`src/rtl/hedios_action_dispatcher_if.sv`:
```
// Dispatcher-side bundle: handler pending/ack vectors, consumer valid/ready command
// channel, and status (busy, sticky timeout error, dispatch counter).
interface hedios_action_dispatcher_if #(
  parameter int ACTION_COUNT = 8,
  parameter int ID_WIDTH     = 3
);
  logic [ACTION_COUNT-1:0] action_pending;
  logic [ACTION_COUNT-1:0] action_ack;
  logic                    cmd_valid;
  logic [ID_WIDTH-1:0]     cmd_id;
  logic                    cmd_ready;
  logic                    busy;
  logic                    timeout_err;
  logic                    err_clear;
  logic [15:0]             dispatch_count;

  modport master (
    input  action_pending, cmd_ready, err_clear,
    output action_ack, cmd_valid, cmd_id, busy, timeout_err, dispatch_count
  );

  modport slave (
    output action_pending, cmd_ready, err_clear,
    input  action_ack, cmd_valid, cmd_id, busy, timeout_err, dispatch_count
  );
endinterface

```
`src/rtl/hedios_action_dispatcher.sv`:
```
// Round-robin dispatcher: picks one pending HEDIOS action, offers its ID over valid/ready,
// then pulses a one-hot ack back to the handler. Optional handshake timeout with sticky error.
module hedios_action_dispatcher #(
  parameter int ACTION_COUNT = 8,
  parameter int ID_WIDTH     = 3,
  parameter int TIMEOUT      = 0
) (
  input  logic                      clk,
  input  logic                      rst,
  hedios_action_dispatcher_if.master bus
);
  localparam int                  WAIT_W    = (TIMEOUT > 0) ? $clog2(TIMEOUT + 1) : 1;
  localparam logic [ID_WIDTH-1:0] LAST_IDX  = ID_WIDTH'(ACTION_COUNT - 1);
  localparam logic [WAIT_W-1:0]   WAIT_LAST = (TIMEOUT > 0) ? WAIT_W'(TIMEOUT - 1) : '0;

  typedef enum logic [1:0] {IDLE, ISSUE, ACK} state_t;

  state_t              state;
  logic [ID_WIDTH-1:0] last_grant;
  logic [ID_WIDTH-1:0] next_grant;
  logic [WAIT_W-1:0]   wait_cnt;
  logic                wait_expired;

  // First requester strictly after 'last', wrapping; only meaningful when req != 0.
  function automatic logic [ID_WIDTH-1:0] rr_pick(input logic [ACTION_COUNT-1:0] req,
                                                  input logic [ID_WIDTH-1:0]     last);
    logic [ID_WIDTH-1:0] cur;
    logic                found;
    cur     = last;
    found   = 1'b0;
    rr_pick = last;
    for (int k = 0; k < ACTION_COUNT; k++) begin
      cur = (cur == LAST_IDX) ? '0 : cur + ID_WIDTH'(1);
      if (!found && req[cur]) begin
        rr_pick = cur;
        found   = 1'b1;
      end
    end
  endfunction

  function automatic logic [ACTION_COUNT-1:0] one_hot(input logic [ID_WIDTH-1:0] id);
    one_hot     = '0;
    one_hot[id] = 1'b1;
  endfunction

  assign next_grant   = rr_pick(bus.action_pending, last_grant);
  // The wait counter holds the number of ready-less ISSUE cycles already spent.
  assign wait_expired = (TIMEOUT > 0) && (wait_cnt == WAIT_LAST);

  always_ff @(posedge clk) begin
    if (rst) begin
      state              <= IDLE;
      last_grant         <= LAST_IDX;
      wait_cnt           <= '0;
      bus.cmd_valid      <= 1'b0;
      bus.cmd_id         <= '0;
      bus.action_ack     <= '0;
      bus.busy           <= 1'b0;
      bus.timeout_err    <= 1'b0;
      bus.dispatch_count <= '0;
    end else begin
      bus.action_ack <= '0;
      if (bus.err_clear) bus.timeout_err <= 1'b0;

      case (state)
        IDLE: begin
          if (|bus.action_pending) begin
            bus.cmd_id    <= next_grant;
            last_grant    <= next_grant;
            bus.cmd_valid <= 1'b1;
            bus.busy      <= 1'b1;
            wait_cnt      <= '0;
            state         <= ISSUE;
          end
        end

        ISSUE: begin
          if (bus.cmd_ready) begin
            bus.cmd_valid      <= 1'b0;
            bus.dispatch_count <= bus.dispatch_count + 16'd1;
            bus.action_ack     <= one_hot(bus.cmd_id);
            state              <= ACK;
          end else if (wait_expired) begin
            // Abandon the stalled dispatch but still ack so the handler flag clears.
            bus.cmd_valid  <= 1'b0;
            bus.action_ack <= one_hot(bus.cmd_id);
            if (!bus.err_clear) bus.timeout_err <= 1'b1;
            state          <= ACK;
          end else begin
            wait_cnt <= wait_cnt + WAIT_W'(1);
          end
        end

        ACK: begin
          bus.busy <= 1'b0;
          state    <= IDLE;
        end

        default: begin
          bus.busy <= 1'b0;
          state    <= IDLE;
        end
      endcase
    end
  end
endmodule

```
`src/flat_wrapper.sv`:
```
// flat-port wrapper written by rule: the top's interface ports become plain ports
module hedios_action_dispatcher_flat 
#(
  parameter int ACTION_COUNT = 8,
  parameter int ID_WIDTH     = 3,
  parameter int TIMEOUT      = 0
)
  (clk, rst, bus_action_pending, bus_cmd_ready, bus_err_clear, bus_action_ack, bus_cmd_valid, bus_cmd_id, bus_busy, bus_timeout_err, bus_dispatch_count);
  hedios_action_dispatcher_if #(.ACTION_COUNT(ACTION_COUNT), .ID_WIDTH(ID_WIDTH)) bus_i ();
  input  logic clk;
  input  logic rst;
  input wire logic [$bits(bus_i.action_pending)-1:0] bus_action_pending;
  input wire logic [$bits(bus_i.cmd_ready)-1:0] bus_cmd_ready;
  input wire logic [$bits(bus_i.err_clear)-1:0] bus_err_clear;
  output wire logic [$bits(bus_i.action_ack)-1:0] bus_action_ack;
  output wire logic [$bits(bus_i.cmd_valid)-1:0] bus_cmd_valid;
  output wire logic [$bits(bus_i.cmd_id)-1:0] bus_cmd_id;
  output wire logic [$bits(bus_i.busy)-1:0] bus_busy;
  output wire logic [$bits(bus_i.timeout_err)-1:0] bus_timeout_err;
  output wire logic [$bits(bus_i.dispatch_count)-1:0] bus_dispatch_count;
  assign bus_i.action_pending = bus_action_pending;
  assign bus_i.cmd_ready = bus_cmd_ready;
  assign bus_i.err_clear = bus_err_clear;
  assign bus_action_ack = bus_i.action_ack;
  assign bus_cmd_valid = bus_i.cmd_valid;
  assign bus_cmd_id = bus_i.cmd_id;
  assign bus_busy = bus_i.busy;
  assign bus_timeout_err = bus_i.timeout_err;
  assign bus_dispatch_count = bus_i.dispatch_count;
  hedios_action_dispatcher #(.ACTION_COUNT(ACTION_COUNT), .ID_WIDTH(ID_WIDTH), .TIMEOUT(TIMEOUT)) u_core (.clk(clk), .rst(rst), .bus(bus_i));
endmodule
```
`config.mk`:
```
export PLATFORM = sky130hd
export DESIGN_NAME = hedios_action_dispatcher_flat
export DESIGN_NICKNAME = d
export VERILOG_FILES = /design/src/rtl/hedios_action_dispatcher_if.sv /design/src/rtl/hedios_action_dispatcher.sv /design/src/flat_wrapper.sv
export SDC_FILE = /design/constraint.sdc
export NUM_CORES = 1
export LEC_CHECK = 0
export BUFFER_PORTS_ARGS = -buffer_cell sky130_fd_sc_hd__clkbuf_2
export CORE_MARGIN = 2
export CORE_UTILIZATION = 55
export DETAILED_ROUTE_END_ITERATION = 8
export GPL_ROUTABILITY_DRIVEN = 1
export GPL_TIMING_DRIVEN = 0
export PLACE_DENSITY = 0.79
export REMOVE_ABC_BUFFERS = 1
export SLEW_MARGIN = 20
export SYNTH_ARGS = -nofsm -noshare
export SYNTH_HDL_FRONTEND = slang
export SYNTH_SLANG_ARGS = --single-unit
```
`constraint.sdc`:
```
create_clock -name clk -period 5.5 [get_ports clk]
set_input_delay 0.55 -clock clk [delete_from_list [all_inputs] [get_ports clk]]
set_output_delay 0.55 -clock clk [all_outputs]
set_load 0.01 [all_outputs]
```
# [Word-level counts from Yosys, hierarchy flattened]
# Index checks and enable logic that the tools add are counted.
# Widths: inputs -> output; s select.
[classes] n_addsub=9 order_cmp=10 eq_ne=11 muxes=48 bitwise=2 reduce_logical=24
[ops] operator="$mux 3" count=16
[ops] operator="$lt 3x4->1 const B" count=9
[ops] operator="$add 3x1->3 const B" count=8
[ops] operator="$bmux 1 s3" count=8
[ops] operator="$eq 3x3->1 const B" count=8
[ops] operator="$mux 1" count=18
[ops] operator="$add 16x1->16 const B" count=1
[ops] operator="$logic_and 1x1->1" count=8
[ops] operator="$reduce_and 2->1" count=4
[ops] operator="$reduce_or 8->1" count=1
[ops] operator="$logic_not 1->1" count=7
[ops] operator="$mux 2" count=2
[ops] operator="$pmux 1 s2" count=2
[ops] operator="$pmux 2 s2" count=1
[ops] operator="$demux 1 s3" count=1
[ops] operator="$ge 3x1->1 const B" count=1
[ops] operator="$reduce_and 3->1" count=1
[ops] operator="$reduce_or 3->1" count=1
[ops] operator="$eq 2x1->1 const B" count=1
[ops] operator="$logic_not 2->1" count=1
[ops] operator="$ne 2x1->1 const B" count=1
[ops] operator="$ne 2x2->1 const B" count=1
[ops] operator="$not 1->1" count=2
[ops] operator="$reduce_bool 2->1" count=1
[totals] register_bits=34 wordCells=111

# [Depth between registers and ports, before layout]
# Gate-level depths: netlist of run 1.
[logic_depth] ltp_word=26 mapped_depth=11 depth_no_buf=9

# [Least setup slack after synthesis of run 1]
# Ideal clock, no wire load.
[synth_path] path_type="register to register" start="reg u_core.last_grant[0]" end="reg u_core.last_grant[0]" setup_ps=122 arrival_ps=3614 setup_slack_ps=1764 stages_incl_launch_ff=11 path_cell_list="dfxtp_1 -> ha_1 -> ha_1 -> buf_6 -> xnor3_2 -> xnor2_2 -> mux4_2 -> or3b_4 -> or3_4 -> a311o_1 -> a221o_1"
[synth_via] elab_chain_len=26 word_cells_on_any_way=69 cone_classes="add/sub (8); eq/ne (8); mux (39); reduce/logical (14)"
[synth_rtl] element="start, declared" line_no="hedios_action_dispatcher.sv:19" source="logic [ID_WIDTH-1:0] last_grant;"
[synth_rtl] element="start signal, assigned" line_no="hedios_action_dispatcher.sv:69" source="last_grant <= next_grant;"
[synth_rtl] element="branches (longest 25 deep; another with $add 3x1->3)"
[synth_rtl] element="$mux 3 (*)" line_no="hedios_action_dispatcher.sv:34" source="if (!found && req[cur]) begin"
# Mark *: on every way between the ends. The select of a mux whose other input is x is not followed.
# A chain may end at the register's enable or synchronous reset.

# [Final worst setup path of run 1]
# Ends and elaborated chain as after synthesis.

==> flow_summary_export.csv, run 1 <==
group,metric,value,unit
synthesis,syn_area,0.00240,sq mm
synthesis,synth-seq-cells,34,
clock_tree,worstSkewPairLatency,0.27,ns
power,pwr-share-comb,73.2,%
drt,drt-initial-drc-count,139,
drt,num_vias,2102,
timing,rsz0062_at_grt,"false",
timing,hold_viol_final,0,
synthesis,ys_top_cells_by_area,"dfxtp_1 (28%), mux2i_1 (7.5%), mux4_2 (7.5%)",
die,core,0.00426,sq mm
power,peakVddDrop,0.000508,V
drt,wl,5.25,mm
synthesis,yosysTopAreaCellShare,28.4,%
synthesis,async_flop_share,0,%
grt,grt_pass1_vias,1916,
die,die_x,70.1,microns
timing,layout_setup_ws,1.31,ns
clock_tree,cts_setup_buffers,0,
timing,slew_headroom,40.8,%
grt,grt_start_max_net_pins,29,
power,p_switching,825,uW
worst_setup_path,slowest_delay,0.61,ns
grt,overflow,0,
clock_tree,clk_path_buf_depth,2,
synthesis,ys_seq_area_share,28.4,%
worst_hold_path,hold_class,"register to register",
synthesis,syn_avg_cell_area,8.86,sq um
clock_tree,cts_root_buffer,"clkbuf_8",
timing,final.setup_skew,0.00571,ns
clock_tree,cts_tree,"yes",
synthesis,synth_cell_types,56,
place,place_congestion,0.915,
die,fp.dieH,70.1,microns
synthesis,synth_edf_count,0,
power,p_clk_share,10.2,%
final_layout,n_fill_cell,378,
power,p_int,950,uW
worst_setup_path,cp_max_fo,9,
worst_setup_path,critPathArrivalTime,4.35,ns
clock_tree,cts_resized,0,
timing,worstMarginPinSlew,0.888,ns
drt,drt.antenna.violating_nets,0,
synthesis,ys.flop_type,"dfxtp_1",
drt,drcViolationCount,0,
clock_tree,cts_buffers,5,
final_layout,design_area,0.00268,sq mm
worst_setup_path,critPathKind,"register to register",
grt,grt_pass1_wl,8.91,mm
power,power_frac_seq,16.6,%
flow_run,cap_violations,0,
worst_setup_path,cp_common_cell,"ha_1",
drt,vias_per_cell,5.92,
worst_setup_path,cp_slowest_cell,"mux4_2",
final_layout,syn_to_final_growth,11.8,%
timing,fin_tns_setup,0,ns
worst_hold_path,hold_path_depth,2,
timing,slew_violations,0,
timing,fin_crit_sh,76.2,%
place,placed_area,0.00259,sq mm
synthesis,ys_warn_count,0,
worst_setup_path,cp_num_buf_inv,0,
grt,antenna_found_initial,0,
power,sw_frac_of_total,46.5,%
final_layout,diodes,0,
timing,period_needed,4.19,ns
grt,grt_use_total,22.1,%
clock_tree,cts.htree.levels,2,
clock_tree,cts_hold_buf,0,
power,leakage,0.00115,uW
worst_setup_path,critPathTopFamily,"XOR/XNOR gates",
synthesis,yosysTopAreaCell,"dfxtp_1",
final_layout,nets,320,
synthesis,syn_inst,271,
final_layout,layout_commonest_cell,"clkbuf_2",
drt,dr.pass1.iters,4,
worst_setup_path,r2r_cells,9,
worst_setup_path,end_kind,"register",
worst_setup_path,path_depth,9,
timing,finalSetupViolations,0,
worst_setup_path,critPathLaunchType,"register",
die,start_util,56.3,%
run_status,status,"completed",
clock_tree,clk_pin_slew,0.06,ns
place,dp_slack,1.33,ns
drt,wl_per_cell,14.8,microns
worst_setup_path,cp_cell_sequence,"ha_1 -> ha_1 -> xnor3_2 -> xnor2_2 -> mux4_2 -> or3b_4 -> or3_4 -> a311o_1 -> a221o_1",
worst_setup_path,cp.required,5.66,ns
final_layout,drive_gt1_share,23.1,%
die,die_area,0.00491,sq mm
power,power_density,661,mW/mm^2
die,num_rows,24,
die,ios,42,
place,port_buffers,39,
place,hpwl,4.00,mm
timing,max_freq,239,MHz
final_layout,final_cell_mix,"clkbuf_2 (39), nor2_1 (34), dfxtp_1 (34), mux2i_1 (18), nand2_1 (17)",
clock_tree,cts.sinks,34,
[metal layers]
metal / share of wire [%] / track usage, % / vias up
met3: 4.5 / 2.74 / 4
met1: 44 / 27.8 / 975
met5: 0 / 0 / -
met2: 50 / 39.6 / 71
met4: 1.2 / 6.62 / 0
li1: - / - / 1052
[cell type report]
type	instances	area, sq um	area share, %
clock buffer	7	86.3	3.22
clock inverter	1	5.00	0.186
inverter	12	45.0	1.68
multi-input combinational	210	1610	59.9
sequential	34	681	25.4
tap	52	65.1	2.42
timing repair buffer	39	195	7.27
[cells by family (layout without fill, tap and decap cells)]
kind of cell / count (synthesis) / after routing / synth area share [%]
mux: 33 / 33 / 18.3
xor+xnor: 20 / 20 / 8.86
other cells: 1 / 1 / 0.156
compound gates: 47 / 47 / 13.9
buf+inv: 27 / 59 / 4.80
flops: 34 / 34 / 28.4
simple gates: 103 / 103 / 22.5
fa+ha+maj: 6 / 6 / 3.13
[sequential cells by signal, indices dropped and copies added (netlist names)]
register                   flops
u_core.bus.busy                1
u_core.bus.cmd_id              3
u_core.bus.action_ack          8
u_core.bus.cmd_valid           1
u_core.state                   2
u_core.bus.dispatch_count     16
u_core.last_grant              3
[synth_stat cells (2+ instances only)]
master    number
a211oi_1       9
a21oi_1       11
a22oi_1        2
and3_1         5
and4_1         5
buf_1          3
buf_2          2
clkbuf_1       8
dfxtp_1       34
ha_1           6
inv_1         11
mux2_2         7
mux2i_1       18
mux4_2         8
nand2_1       17
nand2b_1       5
nand3_1       10
nand3b_1       3
nand4_1        2
nand4b_1       2
nor2_1        35
nor3_1         6
nor4_1         3
nor4b_1        2
o211ai_1       2
o21ai_0        3
o21bai_1       2
o31ai_1        7
xnor2_1        4
xor2_1        13
[worst paths after layout]
kind / endpoint / slack [ns] / start
max: u_core.last_grant[0]$_SDFFE_PP1P_ / 1.31 / u_core.last_grant[0]$_SDFFE_PP1P_
min: u_core.bus.cmd_valid$_SDFFE_PP0P_ / 0.47 / u_core.bus.cmd_valid$_SDFFE_PP0P_
max reg2reg: u_core.last_grant[0]$_SDFFE_PP1P_ / 1.31 / u_core.last_grant[0]$_SDFFE_PP1P_
min reg2reg: u_core.bus.cmd_valid$_SDFFE_PP0P_ / 0.47 / u_core.bus.cmd_valid$_SDFFE_PP0P_
[per-stage QoR]
step	total power (uW)	std cells	util, %	hold WS [ns]
floorplan	1330	256	-	0.458
global placement	1550	347	60.7	0.450
detailed placement	1580	347	60.8	0.457
CTS	1770	355	62.9	0.466
global route	1930	355	62.9	0.496
finish	1770	355	62.9	0.466
[power groups by stage]
stage                     Sequential (uW)  Clock (uW)  Combinational [uW]
after global routing                  297         195                1440
final                                 295         180                1300
after floorplan                       298           0                1030
after detailed placement              300           0                1280
after CTS                             294         185                1290
after global placement                298           0                1250
[worst register-to-register path: stages, from the launching register on]
cell and delay [ns]:
dfxtp_1 0.37, ha_1 0.22, ha_1 0.51, xnor3_2 0.60, xnor2_2 0.28, mux4_2 0.61, or3b_4 0.45, or3_4 0.40
a311o_1 0.33, a221o_1 0.30
(Power assumes the default switching activity.)
==> run 2, diff against run 1 <==
- CORE_UTILIZATION: 55 -> 51
- PLACE_DENSITY: 0.79 -> 0.77
- clock period: 5.5 -> 3.8 ns (I/O delays scaled with it)
==> run 2 against run 1 <==
Utilization down 0.72 points. Die area is 7.4% higher. Final cell count is 0.85% higher. First-iteration DRC count fell by 32%. Fmax increased by 14%. Worst hold slack lost 0.059 ns. Clock power is 47% higher. Critical path type unchanged. Worst setup slack worse by 1.2 ns. Count of clock-buffer cells in the layout stayed put. Largest power group unchanged. Design area up 3.0%. Total power rose by 57%.
==> flow_summary_export.csv, run 2 (synthesized netlist as in run 1, its figures left out) <==
group,metric,value,unit
worst_setup_path,critPathLaunchType,"register",
worst_hold_path,hold_class,"input port to register",
clock_tree,cts_buffers,5,
timing,period_needed,3.66,ns
power,peakVddDrop,0.000749,V
place,port_buffers,39,
clock_tree,worstSkewPairLatency,0.28,ns
worst_setup_path,cp.required,3.97,ns
worst_setup_path,critPathKind,"register to register",
clock_tree,clk_pin_slew,0.06,ns
drt,dr.pass1.iters,4,
power,power_density,1010,mW/mm^2
worst_setup_path,end_kind,"register",
grt,grt_pass1_wl,9.33,mm
final_layout,seq_area,682,sq um
final_layout,largest_register_ffs,16,
place,placed_area,0.00259,sq mm
timing,slew_violations,0,
timing,slew_headroom,61.5,%
grt,grt_use_total,21.9,%
grt,grt_start_max_net_pins,29,
drt,drcViolationCount,0,
die,die_area,0.00527,sq mm
final_layout,syn_to_final_growth,15.2,%
drt,wl_per_cell,14.9,microns
timing,fin_crit_sh,96.4,%
worst_setup_path,cp_cell_sequence,"ha_1 -> ha_4 -> xor3_2 -> mux4_2 -> mux2i_2 -> nand3_2 -> or3_4 -> a311o_1 -> a221o_1",
grt,overflow,0,
timing,hold_viol_final,0,
final_layout,nets,323,
drt,num_vias,2146,
power,leakage,0.00117,uW
worst_setup_path,cp_num_buf_inv,0,
die,num_rows,24,
drt,drt-initial-drc-count,94,
drt,wl,5.35,mm
final_layout,top_regs,"u_core.bus.dispatch_count x16, u_core.bus.action_ack x8",
drt,drt.antenna.violating_nets,0,
place,hpwl,3.98,mm
die,die_x,72.6,microns
clock_tree,cts_tree,"yes",
worst_setup_path,cp_max_fo,9,
worst_setup_path,startpoint,"u_core.last_grant[1]$_SDFFE_PP1P_",
worst_setup_path,r2r_start,"u_core.last_grant[1]$_SDFFE_PP1P_",
drt,vias_per_cell,5.99,
die,fp.dieH,72.6,microns
timing,worstMarginPinSlew,0.578,ns
worst_setup_path,slowest_delay,0.56,ns
final_layout,design_area,0.00277,sq mm
run_status,status,"completed",
clock_tree,cts.htree.levels,2,
worst_hold_path,hp-start,"bus_cmd_ready",
grt,antenna_found_initial,0,
clock_tree,cts_root_buffer,"clkbuf_8",
die,core,0.00444,sq mm
final_layout,largest-register,"u_core.bus.dispatch_count",
final_layout,diodes,0,
place,place_congestion,0.904,
grt,grt_pass1_vias,1983,
final_layout,layout_commonest_cell,"clkbuf_2",
flow_run,cap_violations,0,
die,ios,42,
final_layout,final_cell_mix,"clkbuf_2 (39), nor2_1 (34), dfxtp_1 (33), nand2_1 (17), mux2i_1 (16)",
final_layout,final_util,62.2,%
worst_setup_path,critPathTopFamily,"multiplexers",
clock_tree,cts.sinks,34,
timing,final.setup_skew,0.00259,ns
worst_setup_path,critPathArrivalTime,3.83,ns
final_layout,drive_gt1_share,26.5,%
clock_tree,clk_path_buf_depth,2,
timing,finalSetupViolations,0,
clock_tree,cts_hold_buf,0,
die,start_util,54.0,%
worst_setup_path,cp_slowest_cell,"mux4_2",
timing,max_freq,273,MHz
final_layout,multiInputGateArea,0.00166,sq mm
final_layout,n_fill_cell,388,
run 2: worst register-to-register path, delay by kind of cell (launching register included):
| family | cells | cell delay [ns] |
|---|---|---|
| adders and majority gates | 2 | 0.50 |
| AOI/OAI and AO/OA | 2 | 0.60 |
| DFF | 1 | 0.44 |
| muxes | 2 | 0.83 |
| xor gates and xnor gates | 1 | 0.52 |
| and+or+nand+nor | 2 | 0.66 |
run 2: final timing paths:
check	to	slack, ns	cells past startpoint
max	u_core.last_grant[0]$_SDFFE_PP1P_	0.14	9
min	u_core.state[0]$_SDFFE_PP0P_	0.41	3
max reg2reg	u_core.last_grant[0]$_SDFFE_PP1P_	0.14	9
min reg2reg	u_core.bus.cmd_valid$_SDFFE_PP0P_	0.46	2
run 2: report_power, final:
group          switching [uW]  internal, uW
clock network             119           146
registers                41.2           391
logic                    1110           977
run 2: through the flow:
stage / instances / power [uW] / hold WS [ns] / TNS [ns] / setup slack, ns
after floorplan: 256 / 1920 / 0.449 / -0.0236 / -0.0236
after detailed placement: 347 / 2280 / 0.457 / -0.518 / -0.357
final: 358 / 2780 / 0.406 / 0 / 0.137
after CTS: 356 / 2620 / 0.406 / 0 / 0.0200
after global placement: 347 / 2250 / 0.451 / -0.433 / -0.313
after global routing: 358 / 3020 / 0.425 / -0.0210 / -0.0210
run 2: cell type report:
class / instances / share of cell area (%)
clock buffers: 7 / 3.12
clock inverters: 1 / 0.181
inverters: 12 / 1.63
multi-input cells: 210 / 60.2
flip-flops and latches: 34 / 24.7
well taps: 52 / 2.35
repair buffers: 42 / 7.87
run 2: per-layer routing:
| metal | track usage, % | vias to the layer above | share of wire [%] |
|---|---|---|---|
| met1 | 29.4 | 1009 | 45 |
| li1 | - | 1056 | - |
| met3 | 3.04 | 7 | 5.4 |
| met2 | 36.0 | 74 | 48 |
| met4 | 8.02 | 0 | 1.8 |
| met5 | 0 | - | 0 |
run 2: what timing repair did:
item                                    4_1_cts  5_1_grt
gates resized for setup                       4        8
endpoints found under the setup margin        3        4
setup buffers                                 1        2
pin swaps                                     1        0
==> run 3, diff against run 2 <==
- CELL_PAD_IN_SITES_DETAIL_PLACEMENT: unset -> 1
- CELL_PAD_IN_SITES_GLOBAL_PLACEMENT: unset -> 1
- CORE_UTILIZATION: 51 -> 38
- PLACE_DENSITY: 0.77 -> unset
- PLACE_DENSITY_LB_ADDON: unset -> 0.1
==> run 3 against run 2 <==
Design area up 0.68%. Total power is 1.7% higher. Routed wire length increased by 18%. Global-route usage decreased by 3.4 points. Worst hold slack lost 0.011 ns. Sequential power hardly changed. Count of clock-buffer cells in the layout decreased by 2. Die area up 32%. Critical endpoint unchanged.
==> flow_summary_export.csv, run 3 (synthesized netlist as in run 1, its figures left out) <==
group,metric,value,unit
final_layout,drive_gt1_share,26.5,%
power,leakage,0.00117,uW
worst_setup_path,worstReg2RegEnd,"u_core.last_grant[0]$_SDFFE_PP1P_",
final_layout,nets,324,
worst_setup_path,cp_max_fo,6,
timing,layout_setup_ws,0.100,ns
timing,max_freq,270,MHz
worst_setup_path,end_kind,"register",
grt,grt_use_total,18.5,%
final_layout,n_fill_cell,724,
power,total_power,2830,uW
power,peakVddDrop,0.000703,V
timing,whs,0.395,ns
worst_hold_path,hold_path_depth,3,
timing,fin_crit_sh,97.4,%
timing,worstMarginPinSlew,0.605,ns
flow_run,cap_violations,0,
place,port_buffers,39,
final_layout,stdcell_count,381,
worst_setup_path,cp.required,3.97,ns
clock_tree,cts_tree,"yes",
grt,grt_pass1_wl,10.7,mm
timing,period_needed,3.70,ns
clock_tree,cts_buffers,5,
die,start_util,39.8,%
die,fp.dieH,83.5,microns
grt,grt_start_max_net_pins,29,
run_status,status,"completed",
drt,wl_per_cell,16.6,microns
final_layout,final_cell_mix,"clkbuf_2 (39), nor2_1 (34), dfxtp_1 (32), mux2i_1 (17), nand2_1 (17)",
final_layout,layout_commonest_cell,"clkbuf_2",
timing,final.setup_skew,0.00138,ns
clock_tree,cts_hold_buf,0,
clock_tree,cts_root_buffer,"clkbuf_8",
worst_setup_path,critPathArrivalTime,3.87,ns
place,place_congestion,0.855,
timing,fin_tns_setup,0,ns
worst_hold_path,hp-start,"bus_cmd_ready",
final_layout,top_regs,"u_core.bus.dispatch_count x16, u_core.bus.action_ack x8",
clock_tree,cts.htree.levels,2,
worst_setup_path,r2r_start,"u_core.last_grant[0]$_SDFFE_PP1P_",
grt,overflow,0,
worst_setup_path,r2r_cells,9,
place,hpwl,4.71,mm
final_layout,diodes,0,
timing,rsz0062_at_grt,"false",
place,dp_cells,370,
power,power_density,1020,mW/mm^2
timing,slew_headroom,59.7,%
worst_setup_path,r2r_slack,0.1,ns
final_layout,largest-register,"u_core.bus.dispatch_count",
die,num_rows,28,
timing,slew_violations,0,
drt,drt.antenna.violating_nets,0,
timing,hold_viol_final,0,
drt,wl,6.31,mm
drt,vias_per_cell,5.55,
place,dp_slack,-0.383,ns
drt,num_vias,2116,
die,core,0.00603,sq mm
worst_setup_path,cp_cell_sequence,"ha_1 -> ha_4 -> xnor3_2 -> xnor2_4 -> mux4_2 -> or3b_4 -> or3_4 -> a311o_1 -> a221o_1",
die,die_area,0.00697,sq mm
clock_tree,cts.sinks,34,
worst_setup_path,slowest_delay,0.59,ns
grt,antenna_found_initial,0,
worst_hold_path,hold_class,"input port to register",
worst_setup_path,critPathLaunchType,"register",
timing,finalSetupViolations,0,
worst_setup_path,cp_slowest_cell,"mux4_2",
clock_tree,clk_pin_slew,0.07,ns
worst_setup_path,critPathKind,"register to register",
final_layout,largest_register_ffs,16,
final_layout,syn_to_final_growth,16.0,%
drt,drt-initial-drc-count,54,
grt,grt_pass1_vias,2142,
die,die_x,83.5,microns
drt,drcViolationCount,0,
worst_hold_path,holdPathEnd,"u_core.state[0]$_SDFFE_PP0P_",
drt,dr.pass1.iters,6,
die,ios,42,
clock_tree,clk_path_buf_depth,2,
clock_tree,worstSkewPairLatency,0.28,ns
-- run 3: timing repair --
item                                    4_1_cts  5_1_grt
pin swaps                                     1        4
endpoints found under the hold margin         0        0
endpoints found under the setup margin        4        1
gates resized for setup                       8        3
buffers inserted                              1        3
-- run 3: metrics by stage --
stage | cell area [sq um] | util (%)
floorplan | 2330 | -
global placement | 2620 | 43.5
detailed placement | 2620 | 43.5
CTS | 2760 | 45.7
global route | 2780 | 46.2
finish | 2780 | 46.2
-- run 3: worst max path at each step --
stage          depth (start not counted)                                end  slack (ns)                         startpoint
2_1_floorplan                          9  u_core.last_grant[0]$_SDFFE_PP1P_       -0.02  u_core.last_grant[0]$_SDFFE_PP1P_
3_3_place_gp                           9  u_core.last_grant[0]$_SDFFE_PP1P_       -0.47  u_core.last_grant[1]$_SDFFE_PP1P_
3_5_place_dp                           9  u_core.last_grant[0]$_SDFFE_PP1P_       -0.38  u_core.last_grant[0]$_SDFFE_PP1P_
4_1_cts                                9  u_core.last_grant[0]$_SDFFE_PP1P_        0.01  u_core.last_grant[0]$_SDFFE_PP1P_
5_1_grt                                9  u_core.last_grant[0]$_SDFFE_PP1P_        0.01  u_core.last_grant[0]$_SDFFE_PP1P_
6_report                               9  u_core.last_grant[0]$_SDFFE_PP1P_         0.1  u_core.last_grant[0]$_SDFFE_PP1P_
-- run 3: critical path, delay by kind of cell, from the launching register on --
kind,cells,cell delay [ns]
adders and majority gates,2,0.55
xor gates and xnor gates,2,0.62
muxes,1,0.59
DFF,1,0.36
and+or+nand+nor,2,0.83
AOI/OAI and AO/OA,2,0.62
-- run 3: area by class of cell --
cell class	instances	area, sq um	share of cell area (%)
clock buffers	5	68.8	2.47
clock inverters	2	10.0	0.360
inverters	12	45.0	1.62
multi-input cells	210	1660	59.6
flip-flops and latches	34	683	24.5
well taps	75	93.8	3.37
repair buffers	43	225	8.09
-- run 3: per-layer routing --
layer / part of all wire, % / track usage, % / vias to the layer above
li1: - / - / 1056
met1: 48 / 24.4 / 1013
met2: 48 / 32.1 / 40
met3: 2.7 / 1.98 / 7
met4: 1.6 / 5.13 / 0
met5: 0 / 0 / -
-- run 3: power by group --
part / total, uW / internal [uW] / switching [uW] / leakage (uW)
Sequential: 433 / 392 / 40.6 / 0.000276
Combinational: 2150 / 994 / 1160 / 0.000850
Clock: 248 / 123 / 126 / 0.0000438
Total: 2830 / 1510 / 1320 / 0.00117
